==> src/rtl/cam_capture_ctrl.sv <==
// Camera capture sequencer: frame-aligned RGB565 byte pairing into RGB444
// pixels, written to the DP RAM port on the system clock.
module cam_capture_ctrl #(
    parameter int IMG_W = 160,
    parameter int IMG_H = 120,
    parameter int AW    = 15
) (
    input  logic          clk,
    input  logic          rst,
    input  logic          start,
    input  logic          continuous,
    input  logic          abort,
    input  logic          CAM_PCLK,
    input  logic          CAM_HREF,
    input  logic          CAM_VSYNC,
    input  logic [7:0]    CAM_px_data,
    output logic [AW-1:0] DP_RAM_addr_in,
    output logic [11:0]   DP_RAM_data_in,
    output logic          DP_RAM_regW,
    output logic [2:0]    state,
    output logic          busy,
    output logic          frame_done,
    output logic [AW:0]   pix_count,
    output logic          ovf
);

    localparam logic [AW:0] TOTAL = (AW+1)'(IMG_W * IMG_H);

    typedef enum logic [2:0] {
        IDLE     = 3'd0,
        WAIT_VS  = 3'd1,
        WAIT_ACT = 3'd2,
        BYTE1    = 3'd3,
        BYTE2    = 3'd4,
        DONE     = 3'd5
    } state_t;

    state_t st, st_nx;

    logic [1:0] pclk_s, href_s, vs_s;
    logic [7:0] d_s1, d_s2;
    logic       pclk_d;
    logic       pclk_rise, href, vs;
    logic [6:0] b1;
    logic [AW:0] cnt;
    logic        pix_done;
    logic [11:0] pixel;

    // All camera signals pass through the same two stages so they stay aligned
    always_ff @(posedge clk) begin
        if (rst) begin
            pclk_s <= '0;
            href_s <= '0;
            vs_s   <= '0;
            d_s1   <= '0;
            d_s2   <= '0;
            pclk_d <= 1'b0;
        end else begin
            pclk_s <= {pclk_s[0], CAM_PCLK};
            href_s <= {href_s[0], CAM_HREF};
            vs_s   <= {vs_s[0], CAM_VSYNC};
            d_s1   <= CAM_px_data;
            d_s2   <= d_s1;
            pclk_d <= pclk_s[1];
        end
    end

    assign pclk_rise = pclk_s[1] & ~pclk_d;
    assign href      = href_s[1];
    assign vs        = vs_s[1];

    assign pix_done = (st == BYTE2) & pclk_rise & ~vs & href;
    assign pixel    = {b1, d_s2[7], d_s2[4:1]};

    always_ff @(posedge clk) begin
        if (rst) st <= IDLE;
        else     st <= st_nx;
    end

    always_comb begin
        st_nx = st;
        if (abort) begin
            st_nx = IDLE;
        end else begin
            unique case (st)
                IDLE:     if (start | continuous) st_nx = WAIT_VS;
                WAIT_VS:  if (pclk_rise & vs) st_nx = WAIT_ACT;
                WAIT_ACT: if (pclk_rise & ~vs) st_nx = BYTE1;
                BYTE1: begin
                    if (pclk_rise) begin
                        if (vs)        st_nx = DONE;
                        else if (href) st_nx = BYTE2;
                    end
                end
                BYTE2: begin
                    if (pclk_rise) begin
                        if (vs) st_nx = DONE;
                        else    st_nx = BYTE1;
                    end
                end
                DONE:     st_nx = continuous ? WAIT_ACT : IDLE;
                default:  st_nx = IDLE;
            endcase
        end
    end

    always_ff @(posedge clk) begin
        if (rst) begin
            DP_RAM_regW    <= 1'b0;
            DP_RAM_addr_in <= '0;
            DP_RAM_data_in <= '0;
            cnt            <= '0;
            b1             <= '0;
            pix_count      <= '0;
            ovf            <= 1'b0;
        end else begin
            DP_RAM_regW <= 1'b0;
            if (!abort) begin
                if (st == IDLE && start)
                    ovf <= 1'b0;
                if (st == WAIT_ACT && pclk_rise && !vs)
                    cnt <= '0;
                if (st == BYTE1 && pclk_rise && !vs && href)
                    b1 <= {d_s2[7:4], d_s2[2:0]};
                // A full frame buffer drops pixels rather than wrapping
                if (pix_done) begin
                    if (cnt == TOTAL) begin
                        ovf <= 1'b1;
                    end else begin
                        DP_RAM_regW    <= 1'b1;
                        DP_RAM_addr_in <= cnt[AW-1:0];
                        DP_RAM_data_in <= pixel;
                        cnt            <= cnt + 1'b1;
                    end
                end
                if (st == DONE)
                    pix_count <= cnt;
            end
        end
    end

    assign state      = st;
    assign busy       = (st != IDLE);
    assign frame_done = (st == DONE);

endmodule

==> config.mk <==
export PLATFORM = sky130hd
export DESIGN_NAME = cam_capture_ctrl
export DESIGN_NICKNAME = d
export VERILOG_FILES = /design/src/rtl/cam_capture_ctrl.sv
export SDC_FILE = /design/constraint.sdc
export NUM_CORES = 1
export LEC_CHECK = 0
export CAP_MARGIN = 20
export CORE_ASPECT_RATIO = 0.6
export CORE_MARGIN = 1
export CORE_UTILIZATION = 41
export CTS_CLUSTER_DIAMETER = 60
export CTS_CLUSTER_SIZE = 24
export DETAILED_ROUTE_END_ITERATION = 10
export SLEW_MARGIN = 20
export SYNTH_ARGS = -nofsm -noshare
export SYNTH_HDL_FRONTEND = slang
export SYNTH_SLANG_ARGS = --single-unit
==> constraint.sdc <==
create_clock -name clk -period 2 [get_ports clk]
set_input_delay 0.2 -clock clk [delete_from_list [all_inputs] [get_ports clk]]
set_output_delay 0.2 -clock clk [all_outputs]
set_load 0.03 [all_outputs]
==> summary.txt <==
status = completed
post-synthesis mux area share = 0.0219
first-pass GRT wire length = 13400 um
Hold Buf Count CTS = 0
Initial DRT Pass Iterations = 5
drt total wl = 8430 um
Row Count = 26
antenna diode count = 0
Critical Path AT = 1.70 ns
Worst Hold Class = input pin to flop
die extent in x = 124 um
fin crit share = 0.948
DIE AREA = 9300 um2
Peak supply drop = 0.501 mV
Leak = 1.73 nW
slowest CP cell = clkdlybuf4s50_1
max cap viols = 0
number of remaining DRC errors = 0
Largest stage delay, worst path = 0.66 ns
worst-margin pin slew = 0.482 ns
Reg clk slew, reported paths = 0.07 ns
Area Growth Syn to Fin = 32.9%
# resized after CTS = 1
register area share after synthesis = 0.515
kind of critical path = flop to output port
Non-Filler Instances = 611
Post-synth EDFFs = 0
CP endpoint kind = output port
share of cells above drive strength 1 = 0.138
crit-path max FO = 15
post-route setup TNS = 0 ns
Compound-Gate Fraction of Synth Area = 0.0980
Post-CTS Setup Repair Bufs = 0
1st-iter DRT viols = 189
count leader, synth = dfxtp_1
synthesized cell area = 3650 um2
H-Tree Depth = 3
Mapped Cells = 418
Die H = 75.1 um
GRT Residual Overflow = 0
Yosys cell types = 42
ranking of synthesized cells by area = dfxtp_1 (52%), nand2_1 (8.8%), a21oi_1 (5.3%), nor2b_1 (4.6%), nor2_1 (3.3%)
final slew viol count = 0
Nets = 512
largest net degree at the start of global routing = 65
Mapped Nets = 436
unrepaired setup endpoints after global routing = false
Mapped Avg Cell Area = 8.73 um2
number of global-route vias before repair = 2664
Placed Cells = 595
Tmin final = 1.90 ns
CTS tree = yes
Placer Congestion = 0.828
top post-synthesis cells by count = dfxtp_1 (94), nand2_1 (86), a21oi_1 (39), nor2_1 (32), nor2b_1 (27)
Root Driver = clkbuf_16
PwrDens = 766 nW/um2
I/O Pins = 66
largest family of logic cells by synthesized area = simple AND/OR/NAND/NOR gates
Synthesis Warnings = 0
worst path cell trace = buf_4 > inv_1 > nand2_1 > clkdlybuf4s50_1
synthesized flop and latch total = 94
Post-Synth XOR/XNOR Area = 0.0312
total CTS buffers = 9
Max Root-Sink Buffers = 2
Synth top area share = 0.515
Max Clock Freq = 527 MHz
Sink Count = 94
routed wire length per instance = 13.8 um
# setup viols final = 0
Worst setup SP type = flop
gr usage total = 0.193
clock latency on the worst-skew pair = 0.35 ns
Post-synth ARST share = 0
synthesized-area fraction occupied by adder cells = 0.00685
clk_skew = 0.00542 ns
routed vias = 3007
dominant synthesized flop cell = dfxtp_1
initial antenna violation count = 0
# fillers = 770
WP data required = 1.80 ns
core area = 8590 um2
port buffer count = 65
simple-gate portion of the synthesized area = 0.282
Synth area leader = dfxtp_1
DP HPWL = 5900 um
Rel. slew slack = 0.678
Final Hold Vio Count = 0
antenna violation net count after detailed routing = 0
Starting Density = 0.425
Vias/cell = 4.92
final timing paths:
kind              startpoint                 to  slack, ns  depth (start not counted)
setup / recovery    state[0]               busy       0.10                          4
setup reg to reg      cnt[4]            cnt[14]       0.20                          6
hold reg to reg      d_s2[3]  DP_RAM_data_in[2]       0.44                          2
hold / removal           rst       pix_count[6]       0.31                          2
critical path, delay by kind of cell (launching register included):
kind / cells / cell delay (ns)
buf+inv: 3 / 0.96
flops: 1 / 0.33
simple gates: 1 / 0.06
cells in the final DEF (no fill, tap or decap), drive strengths merged, types with 10 or more instances in the layout:
| cell type | synthesis | layout |
|---|---|---|
| buf | 11 | 31 |
| a21oi | 49 | 49 |
| dfxtp | 94 | 94 |
| nor2 | 32 | 32 |
| xor2 | 10 | 10 |
| nor2b | 27 | 27 |
| clkdlybuf4s50 | 0 | 63 |
| nand2 | 94 | 94 |
cell type report:
class	instances	area (um2)	share of cell area
Clock inverter	7	65.1	0.0134
Tap cell	112	140	0.0289
Clock buffer	9	225	0.0464
Inverter	4	15.0	0.00309
Sequential cell	94	1880	0.388
Multi-Input combinational cell	290	1610	0.331
Timing Repair Buffer	95	920	0.189
flip-flops by register name, indices dropped and copies added (netlist names), 3 cells and up:
signal and count:
cnt 16, d_s1 8, DP_RAM_data_in 12, state 3, pix_count 16, DP_RAM_addr_in 15
d_s2 8, b1 7
metrics by stage:
step	utilization	setup slack [ns]	instance area [um2]	power [mW]	hold WS, ns
6_report	0.565	0.103	4850	3.72	0.307
5_1_grt	0.565	0.0224	4850	3.85	0.300
4_1_cts	0.565	0.0835	4850	3.75	0.288
3_5_place_dp	0.531	-0.0776	4560	2.09	0.423
3_3_place_gp	0.531	-0.0314	4560	2.09	0.415
2_1_floorplan	-	0.0325	3650	2.03	0.328
layer usage:
metal / wire (um) / global-route usage / up-vias
li1: - / - / 1535
met1: 4470 / 0.267 / 1400
met2: 3490 / 0.286 / 65
met3: 376 / 0.0659 / 7
met4: 91 / 0.0562 / 0
met5: 0 / 0 / -
power breakdown:
part / switching [mW] / total (mW) / internal [mW]
Combinational: 0.0807 / 0.148 / 0.0672
Sequential: 0.00678 / 1.90 / 1.89
Clock: 0.792 / 1.67 / 0.876
logic make-up after synthesis:
family          Yosys count
compound gates           60
xor+xnor                 13
fa+ha+maj                 2
buf+inv                  34
flops                    94
mux                       8
simple gates            207
Power figures use the tool's default switching activity.
